[config.mk]
export PLATFORM = sky130hd
export DESIGN_NAME = jump_trajectory
export DESIGN_NICKNAME = d
export VERILOG_FILES = /design/src/rtl/jump_trajectory.sv
export SDC_FILE = /design/constraint.sdc
export NUM_CORES = 1
export LEC_CHECK = 0
export BUFFER_PORTS_ARGS = -buffer_cell sky130_fd_sc_hd__clkbuf_2
export CAP_MARGIN = 10
export CORE_ASPECT_RATIO = 0.75
export CORE_MARGIN = 3
export CORE_UTILIZATION = 55
export DETAILED_ROUTE_END_ITERATION = 10
export PLACE_DENSITY = 0.76
export SKIP_CTS_REPAIR_TIMING = 1
export SLEW_MARGIN = 20
export SYNTH_ARGS = -nofsm -noshare
export SYNTH_HDL_FRONTEND = slang
export SYNTH_SLANG_ARGS = --single-unit
[constraint.sdc]
create_clock -name clk_jump -period 2.7 [get_ports clk_jump]
set_clock_uncertainty 0.1 [all_clocks]
set_input_delay 0 -clock clk_jump [delete_from_list [all_inputs] [get_ports clk_jump]]
set_output_delay 0 -clock clk_jump [all_outputs]
set_load 0.03 [all_outputs]
[src/rtl/jump_trajectory.sv]
// Ballistic jump trajectory: steps a fixed-point parabola once per physics tick and reports distance/height/landing.
// Latency: FLY entered 1 cycle after enable; each tick's result is registered (visible the cycle after the tick edge).
// Backpressure: none; level-sensitive enable, dropping it aborts a flight or releases DONE on the next edge.
module jump_trajectory #(
  parameter int TICK_DIV = 419_583,  // clock cycles per physics tick, >= 2
  parameter int GRAVITY  = 1         // vertical velocity decrement per tick, 1..15
) (
  input  logic        clk_jump,
  input  logic        rst_jump,
  input  logic        i_jump_en,
  input  logic [10:0] i_jump_v_init,
  output logic        o_jump_done,
  output logic [10:0] o_jump_dist,
  output logic [8:0]  o_jump_height,
  output logic        o_jump_busy
);

  // Prescaler must hold 0..TICK_DIV-1.
  localparam int              PRE_W    = (TICK_DIV > 2) ? $clog2(TICK_DIV) : 1;
  localparam logic [PRE_W-1:0] PRE_LAST = PRE_W'(TICK_DIV - 1);
  localparam logic [8:0]       GRAV     = 9'(GRAVITY);

  typedef enum logic [1:0] {
    S_IDLE = 2'd0,
    S_FLY  = 2'd1,
    S_DONE = 2'd2
  } state_e;

  state_e            state_q, state_d;
  logic [6:0]        v0_q, v0_d;         // latched launch velocity
  logic [8:0]        vy_q, vy_d;         // two's complement vertical velocity
  logic [13:0]       y_acc_q, y_acc_d;   // two's complement height, 1/32 px
  logic [17:0]       x_acc_q, x_acc_d;   // horizontal distance, 1/128 px
  logic [PRE_W-1:0]  pre_q, pre_d;
  logic [10:0]       dist_q, dist_d;
  logic [8:0]        height_q, height_d;
  logic              done_q;
  logic              busy_q;

  logic [6:0]        v_clamp;
  logic              tick;
  logic [13:0]       y_next;
  logic [17:0]       x_next;
  logic              land;

  // Launch velocity saturates at the 7-bit maximum.
  assign v_clamp = (i_jump_v_init > 11'd127) ? 7'd127 : i_jump_v_init[6:0];

  // Tick fires on the last prescaler count.
  assign tick = (pre_q == PRE_LAST);

  // Candidate accumulator values for this tick; vy is sign-extended into the height accumulator.
  assign y_next = y_acc_q + {{5{vy_q[8]}}, vy_q};
  assign x_next = x_acc_q + {11'd0, v0_q};

  // Landing when the new height is zero or negative (GRAVITY > 1 can overshoot below ground).
  assign land = y_next[13] | (y_next == 14'd0);

  // Next-state and datapath: launch in IDLE, integrate on ticks in FLY, hold in DONE.
  always_comb begin
    state_d  = state_q;
    v0_d     = v0_q;
    vy_d     = vy_q;
    y_acc_d  = y_acc_q;
    x_acc_d  = x_acc_q;
    pre_d    = pre_q;
    dist_d   = dist_q;
    height_d = height_q;

    case (state_q)
      S_IDLE: begin
        if (i_jump_en) begin
          v0_d     = v_clamp;
          vy_d     = {2'b00, v_clamp};
          y_acc_d  = '0;
          x_acc_d  = '0;
          pre_d    = '0;
          dist_d   = '0;
          height_d = '0;
          state_d  = S_FLY;
        end
      end

      S_FLY: begin
        if (!i_jump_en) begin
          // Abort beats a coincident tick: nothing integrates, outputs hold.
          state_d = S_IDLE;
        end else if (tick) begin
          pre_d   = '0;
          vy_d    = vy_q - GRAV;
          x_acc_d = x_next;
          dist_d  = x_next[17:7];
          if (land) begin
            y_acc_d  = '0;
            height_d = '0;
            state_d  = S_DONE;
          end else begin
            y_acc_d  = y_next;
            height_d = y_next[13:5];
          end
        end else begin
          pre_d = pre_q + PRE_W'(1);
        end
      end

      S_DONE: begin
        height_d = '0;
        if (!i_jump_en) begin
          state_d = S_IDLE;
        end
      end

      default: begin
        state_d = S_IDLE;
      end
    endcase
  end

  // State, accumulators and registered outputs; reset clears everything asynchronously.
  always_ff @(posedge clk_jump or negedge rst_jump) begin
    if (!rst_jump) begin
      state_q  <= S_IDLE;
      v0_q     <= '0;
      vy_q     <= '0;
      y_acc_q  <= '0;
      x_acc_q  <= '0;
      pre_q    <= '0;
      dist_q   <= '0;
      height_q <= '0;
      done_q   <= 1'b0;
      busy_q   <= 1'b0;
    end else begin
      state_q  <= state_d;
      v0_q     <= v0_d;
      vy_q     <= vy_d;
      y_acc_q  <= y_acc_d;
      x_acc_q  <= x_acc_d;
      pre_q    <= pre_d;
      dist_q   <= dist_d;
      height_q <= height_d;
      done_q   <= (state_d == S_DONE);
      busy_q   <= (state_d == S_FLY);
    end
  end

  assign o_jump_done   = done_q;
  assign o_jump_busy   = busy_q;
  assign o_jump_dist   = dist_q;
  assign o_jump_height = height_q;

endmodule

== Word level (Yosys, flattened, before mapping) ==
Cells that the tools add are included.
Storage, ports and cells
  bits in registers: 91
  input port bits: 14
  word-level logic and storage cells: 65
Cells by class
  add/sub/neg operators: 4
  magnitude comparators: 1
  eq/ne operators: 8
  multiplexer cells: 33
  bitwise logic cells: 1
  reductions and logical operators: 8
Operators by type and width (number)
  9-bit two-way mux: 7
  19-bit two-way mux: 3
  14-bit two-way mux: 4
  18-bit two-way mux: 3
  19-bit case mux with 2 select lines: 1
  18-bit case mux with 2 select lines: 1
  11-bit two-way mux: 3
  14-bit case mux with 2 select lines: 1
  9-bit case mux with 3 select lines: 1
  11-bit case mux with 2 select lines: 1
  19-bit by 1-bit adder with 19-bit output, second input constant: 1
  19-bit equality test, second input constant: 1
  18-bit by 7-bit adder with 18-bit output: 1
  9-bit case mux with 2 select lines: 1
  14-bit adder: 1
  14-bit logical NOT: 1
  11-bit by 7-bit greater-than comparator with 1-bit output, second input constant: 1
  2-bit two-way mux: 5
  9-bit by 1-bit subtractor with 9-bit output, second input constant: 1
  4-bit AND reduction: 2
  7-bit two-way mux: 1
  2-bit inequality test, second input constant: 3
  2-bit case mux with 3 select lines: 1
  2-bit by 1-bit equality test with 1-bit output, second input constant: 2
  other kinds (7): 8

== Depth between registers and ports, before layout ==
Gate-level depths: netlist (run 1).
  depth after elaboration: 8
  depth in mapped cells: 10

== Worst setup path after synthesis (run 1) ==
No wires, ideal clock.
  path type: flip-flop to flip-flop
  from: register vy_q[1]
  to: register y_acc_q[10]
  library setup time: 0.096 ns
  arrival: 2.567 ns
  data required time: 2.504 ns
  slack: -0.062 ns
  stages on the path, launching flop included: 10
  path buffers: 1
  cell sequence: dfrtp_1 > ha_1 > a211oi_1 > nor3_1 > o41ai_1 > a21oi_1 > or3_1 > a21o_1 > clkbuf_1 > o31ai_1
Between the ends
  word-level cells in the longest chain between the ends: 7
RTL lines
  start, declared: line 31  | logic [8:0] vy_q, vy_d;
  start signal, assigned: line 135  | vy_q <= vy_d;
  14-bit adder *: line 53  | assign y_next = y_acc_q + {{5{vy_q[8]}}, vy_q};
  14-bit logical NOT: line 57  | assign land = y_next[13] | (y_next == 14'd0);
  1-bit OR: line 57
  14-bit two-way mux *: line 93  | if (land) begin
  14-bit two-way mux *: line 88  | end else if (tick) begin
  14-bit two-way mux *: line 85  | if (!i_jump_en) begin
  14-bit case mux with 2 select lines *: line 70  | case (state_q)
  end signal, assigned: line 136  | y_acc_q <= y_acc_d;
  end, declared: line 32  | logic [13:0] y_acc_q, y_acc_d;
Mark *: on every way between the ends. The rest lies on a longest branch, timed or not. The select of a mux whose other input is x is not followed.
A chain may end at the register's enable or synchronous reset.

== Worst setup path after layout (run 1) ==
  from: register y_acc_q[1]
  to: register y_acc_q[2]
Between the ends
  word-level cells in the longest chain between the ends: 7
RTL lines (line)
  14-bit adder *: 53
  14-bit logical NOT: 57
  1-bit OR: 57
  14-bit two-way mux *: 93
  14-bit two-way mux *: 88
  14-bit two-way mux *: 85
  14-bit case mux with 2 select lines *: 70
Marked as above.

==> results.ini, run 1 <==
[outcome]
status = finished, violations left
violations = negative setup slack

[floorplan]
die_x_um = 113.4
core_area_um2 = 8128
die-area_um2 = 9808
boundaryPins = 36
fp.dieH_um = 86.52
initial_utilization = 0.5850
rows = 28

[yosys]
netlist_area_um2 = 4755
synthArstFlopShare = 1.000
yosys_warnings = 0
synth.distinct_cells = 56
synth-seq-cells = 80
mappedNetlistNets = 558
synth_area_leader_cell = dfrtp_1
ys_seq_area_frac = 0.4211
syn_avg_cell_area_um2 = 9.161
synth_top_area_frac = 0.4211
synthCells = 519
synth_edf_count = 0
synthTopCellsByArea = dfrtp_1 (42%), ha_1 (6.1%), nand2_1 (4.8%), nor2_1 (4.6%), o31ai_1 (4.4%)
ys.flop_type = dfrtp_1

[clock_network]
clock_latency_ns = 0.34
cts_sinks = 80
cts_tree = built
cts.clk_slew.worst_paths_ns = 0.06
htreeDepth = 3
cts_root_buf = clkbuf_16
cts_buffer_depth = 2
cts_inserted_buffers = 9

[final_layout]
n_antenna_cell = 0
mostFrequentLayoutCells = dfrtp_1 (80), nand2_1 (61), nor2_1 (58)
final_common_cell = dfrtp_1
syn_to_final_growth_pct = 23.34
regArea_um2 = 2002
fin_nets = 623
drive_above_1_share = 0.2496
multi_input_area_um2 = 2778
n_fill_cell = 598

[routing]
drc = 0
routed_wirelength_um = 12450
vias = 4250
final_antenna_net_count = 0
post_drt_wl_per_cell_um = 17.93
vias_per_cell = 6.124
drt_iter0_drc = 381
drt_pass1_iterations = 6

[placement]
portBuffers = 35
gp_congestion = 0.9042
dp_hpwl_um = 8434

[grt]
grt_pass1_vias = 3849
grtUsageTotal = 0.2444
antenna_found_initial = 0
grt_max_degree = 81
grt_pass1_wl_um = 19040
grt.overflow.total = 0

[sta]
hold_violations = 0
hold_slack_ns = 0.1451
finalSetupViolCount = 24
timing.fmax_mhz = 364.5
maxSlewHeadroom = 0.5048
min_period_ns = 2.743
fin_crit_sh = 1.016
setup_ws_ns = -0.04328
rsz0062_at_grt = yes
tightest_slew_ns = 0.7427
tns_ns = -0.5049
report.final.slew_viol_count = 0

[pwr]
power.internal_mw = 3.185
p_leak_nw = 2.678
combPwrFrac = 0.460
powerDensity_nw_per_um2 = 890.6
switching_share = 0.3902
seq_power_share = 0.310
switching_power_mw = 2.038
pwr-share-clk = 0.231
power_mw = 5.223
peakVddDrop_v = 0.0007280

[flow_run]
maxCapViolCount = 0

[worst_hold_path]
hp-class = in -> async

[worst_setup_path]
crit_path_top_delay_cell = o41ai_2
slowest_delay_ns = 0.40
path_buf_inv = 1
cp_max_fo = 5
cpLargestDelayFamily = compound AO/OA/AOI/OAI gates
worst-endpoint-required_ns = 2.84
arrival_ns = 2.88
worstSetupPathType = reg -> reg
crit_chain = ha_1, a211oi_2, nor3_2, o41ai_2, a21oi_2, or3_4, a21o_4, buf_6, o31ai_2
cp-start-kind = flip-flop
critPathCaptureType = flip-flop

-- cells by family (layout without fill, tap and decap cells) --
| family | count (synthesis) | count (layout) | synth area share |
|---|---|---|---|
| compound gates | 144 | 144 | 0.1979 |
| xor+xnor | 31 | 31 | 0.05711 |
| fa+ha+maj | 25 | 25 | 0.06895 |
| buf+inv | 44 | 114 | 0.05184 |
| flops | 80 | 80 | 0.4211 |
| simple gates | 195 | 195 | 0.2032 |
-- flip-flops by register name, indices dropped and copies added, names as in the netlist --
name,count
o_jump_height,9
pre_q,19
o_jump_busy,1
v0_q,7
vy_q,9
y_acc_q,14
state_q,2
o_jump_done,1
x_acc_q,18
-- cells in the mapped netlist, drive strengths merged, types with 2 or more instances --
cell,number
dfrtp,80
nand2,61
nor2,58
a21oi,41
o31ai,28
o21ai,26
ha,23
xnor2,20
buf,19
clkbuf,13
nor3,12
inv,11
nand3,11
xor2,11
a21o,10
and3,9
or3,9
a22o,7
a211oi,5
a31oi,5
and4,5
nor4,5
o21bai,5
a211o,4
nand2b,4
nand4,4
nor2b,4
or4,4
and2,3
a21bo,2
fa,2
nor4b,2
o22a,2
o41ai,2
-- final cells by class --
class	instances	share of cell area
tap	105	0.02240
inverter	11	0.007041
timing repair buffer	87	0.1045
clock inverter	5	0.009601
clock buffer	11	0.04139
sequential	80	0.3414
multi-input combinational	395	0.4737
-- worst paths after layout --
kind	start	slack, ns	depth (start not counted)	to
worst min-delay path	rst_jump	0.15	2	o_jump_height[8]
worst max register to register	y_acc_q[1]	-0.04	9	y_acc_q[2]
min in group clk_jump	i_jump_v_init[7]	0.21	4	v0_q[4]
worst min register to register	o_jump_height[4]	0.38	2	o_jump_height[4]
worst max-delay path	y_acc_q[1]	-0.04	9	y_acc_q[2]
max in group asynchronous	rst_jump	1.81	2	o_jump_height[7]
-- metrics by stage --
step | instance area (um^2) | setup WS [ns] | std cells | util
2_1_floorplan | 4760 | 0.03263 | 519 | -
3_3_place_gp | 5149 | -0.006905 | 664 | 0.6335
3_5_place_dp | 5149 | -0.1023 | 664 | 0.6335
4_1_cts | 5448 | -0.1314 | 680 | 0.6703
5_1_grt | 5864 | -0.1231 | 694 | 0.7215
6_report | 5864 | -0.04328 | 694 | 0.7215
-- power groups by stage --
| stage | combinational, mW | clock [mW] | sequential (mW) |
|---|---|---|---|
| floorplan | 1.29 | 0 | 1.67 |
| global placement | 1.97 | 0 | 1.62 |
| detailed placement | 2.04 | 0 | 1.63 |
| CTS | 2.05 | 1.22 | 1.61 |
| global route | 2.61 | 1.28 | 1.64 |
| finish | 2.40 | 1.20 | 1.62 |
-- per-layer routing --
metal / track usage / part of all wire
met1: 0.3654 / 0.47
met2: 0.3710 / 0.47
met3: 0.05024 / 0.056
met4: 0.04913 / 0.012
met5: 0 / 0
Power figures use the tool's default switching activity.
==> run 2: changes to the inputs <==
- clock period: 2.7 -> 2.5 ns (I/O delays scaled with it)
==> run 2 against run 1 <==
  * The run still ends with negative setup slack left
  * Sequential share of layout area fell by 2.5 points
  * Combinational power is 35% higher
  * Register-to-register slack worse by 0.23 ns
  * Utilization is 5.7 points higher
  * Clock power hardly changed
  * Global-route usage up 1.3 points
  * Setup slack got worse by 0.23 ns
  * Total power grew 19%
  * Critical path depth up 1
  * Die area unchanged
  * Final area grew 7.9%
  * Largest power group unchanged
  * Highest routed layer unchanged
==> results.ini, run 2 (synthesized netlist as in run 1, its figures left out) <==
[clock_network]
cts.clk_slew.worst_paths_ns = 0.06  ; about the same
cts_buffer_depth = 2  ; unchanged
cts_tree = built
cts_sinks = 80  ; unchanged
cts_root_buf = clkbuf_16
clock_latency_ns = 0.34  ; about the same
cts_inserted_buffers = 9  ; unchanged
htreeDepth = 3  ; unchanged

[worst_setup_path]
cp_max_fo = 4  ; -1
critPathCaptureType = flip-flop
worst-endpoint-required_ns = 2.68  ; -0.16 ns
cp-start-kind = flip-flop
worstSetupPathType = reg -> reg
arrival_ns = 2.95  ; +0.07 ns

[placement]
dp_slack_ns = -0.2387  ; -0.1364 ns
dp_hpwl_um = 8686  ; +3.0%
placedCellCount = 697  ; +5.0%
place_area_um2 = 5410  ; +5.1%
gp_congestion = 0.9043  ; about the same
portBuffers = 35  ; unchanged

[routing]
drt_pass1_iterations = 5  ; -1
drc = 0  ; unchanged
post_drt_wl_per_cell_um = 18.89  ; +5.3%
final_antenna_net_count = 0  ; unchanged
vias_per_cell = 6.159  ; +0.57%
routed_wirelength_um = 13810  ; +11%
vias = 4502  ; +5.9%
drt_iter0_drc = 463  ; +22%

[sta]
tightest_slew_ns = 0.7211  ; -0.02167 ns
setup_ws_ns = -0.2715  ; -0.2283 ns
rsz0062_at_grt = yes
fin_crit_sh = 1.109  ; +0.09258
maxSlewHeadroom = 0.5193  ; +0.01444
timing.fmax_mhz = 360.8  ; -1.0%
hold_slack_ns = 0.1493  ; +0.004141 ns
tns_ns = -3.823  ; -3.318 ns
hold_violations = 0  ; unchanged
min_period_ns = 2.772  ; +0.02826 ns
finalSetupViolCount = 27  ; +13%
report.final.slew_viol_count = 0  ; unchanged

[grt]
grt_pass1_wl_um = 19750  ; +3.7%
grtUsageTotal = 0.2573  ; +0.01297
grt_max_degree = 56  ; -31%
antenna_found_initial = 0  ; unchanged
grt.overflow.total = 0  ; unchanged
grt_pass1_vias = 3886  ; +0.96%

[pwr]
pwr-share-clk = 0.194  ; -0.037
powerDensity_nw_per_um2 = 983.8  ; +10%
peakVddDrop_v = 0.0007991  ; +9.8%
p_leak_nw = 2.873  ; +7.3%
seq_power_share = 0.285  ; -0.025
combPwrFrac = 0.521  ; +0.061
switching_share = 0.4056  ; +0.01543
power_mw = 6.225  ; +19%
switching_power_mw = 2.525  ; +24%
power.internal_mw = 3.700  ; +16%

[final_layout]
utilization = 0.7785  ; +0.05696
regMostFlops = pre_q
largest_reg_flops = 19  ; unchanged
fin_area_um2 = 6327  ; +7.9%
final_common_cell = dfrtp_1
mostFrequentLayoutCells = dfrtp_1 (79), buf_4 (74), nand2_1 (60)
stdcell_count = 731  ; +5.3%
top_regs = pre_q x19, x_acc_q x18, y_acc_q x14
n_antenna_cell = 0  ; unchanged
fin_nets = 660  ; +5.9%
syn_to_final_growth_pct = 33.08
drive_above_1_share = 0.3307  ; +0.08110

[outcome]
violations = negative setup slack
status = finished, violations left

[floorplan]
fp.dieH_um = 86.52  ; unchanged
boundaryPins = 36  ; unchanged
rows = 28  ; unchanged
die_x_um = 113.4  ; unchanged
core_area_um2 = 8128  ; unchanged
initial_utilization = 0.5850  ; unchanged
die-area_um2 = 9808  ; unchanged

[flow_run]
maxCapViolCount = 0  ; unchanged

[worst_hold_path]
hp-class = in -> async

run 2: power groups by stage:
| stage | clock [mW] | sequential, mW | combinational, mW |
|---|---|---|---|
| 6_report | 1.21 | 1.77 | 3.24 |
| 3_3_place_gp | 0 | 1.75 | 2.49 |
| 4_1_cts | 1.21 | 1.75 | 2.57 |
| 5_1_grt | 1.29 | 1.81 | 3.45 |
| 3_5_place_dp | 0 | 1.77 | 2.53 |
| 2_1_floorplan | 0 | 1.81 | 1.42 |
run 2: final cells by class:
class	instances	area [um^2]
well taps	105	131.4
flip-flops and latches	80	2003
multi-input cells	395	2979
repair buffers	124	907.1
fillers	501	1800
clock buffers	10	229.0
clock inverters	6	36.28
inverters	11	41.29
run 2: worst paths after layout:
path	from	end	slack, ns	depth (start not counted)
worst max-delay path	y_acc_q[0]	state_q[1]	-0.27	10
worst min-delay path	rst_jump	y_acc_q[4]	0.15	2
worst max register to register	y_acc_q[0]	state_q[1]	-0.27	10
worst min register to register	o_jump_height[8]	o_jump_height[8]	0.39	1
max in group asynchronous	rst_jump	o_jump_height[8]	1.44	3
min in group clk_jump	i_jump_v_init[7]	v0_q[4]	0.17	4
run 2: worst max-delay path, stage by stage, from the launching register on:
cell and delay [ns]:
dfrtp_1 0.40, ha_4 0.17, inv_2 0.04, fa_2 0.38
nand2b_4 0.16, a211o_1 0.35, a211oi_2 0.34, a211oi_2 0.08
a221oi_2 0.22, and4_4 0.29, a21bo_2 0.16
run 2: per-layer routing:
layer / vias up / share of wire / GRT usage
met4: 0 / 0.024 / 0.07860
met3: 29 / 0.090 / 0.06420
met2: 234 / 0.44 / 0.3597
met5: - / 0 / 0
met1: 2178 / 0.45 / 0.3921
li1: 2061 / - / -
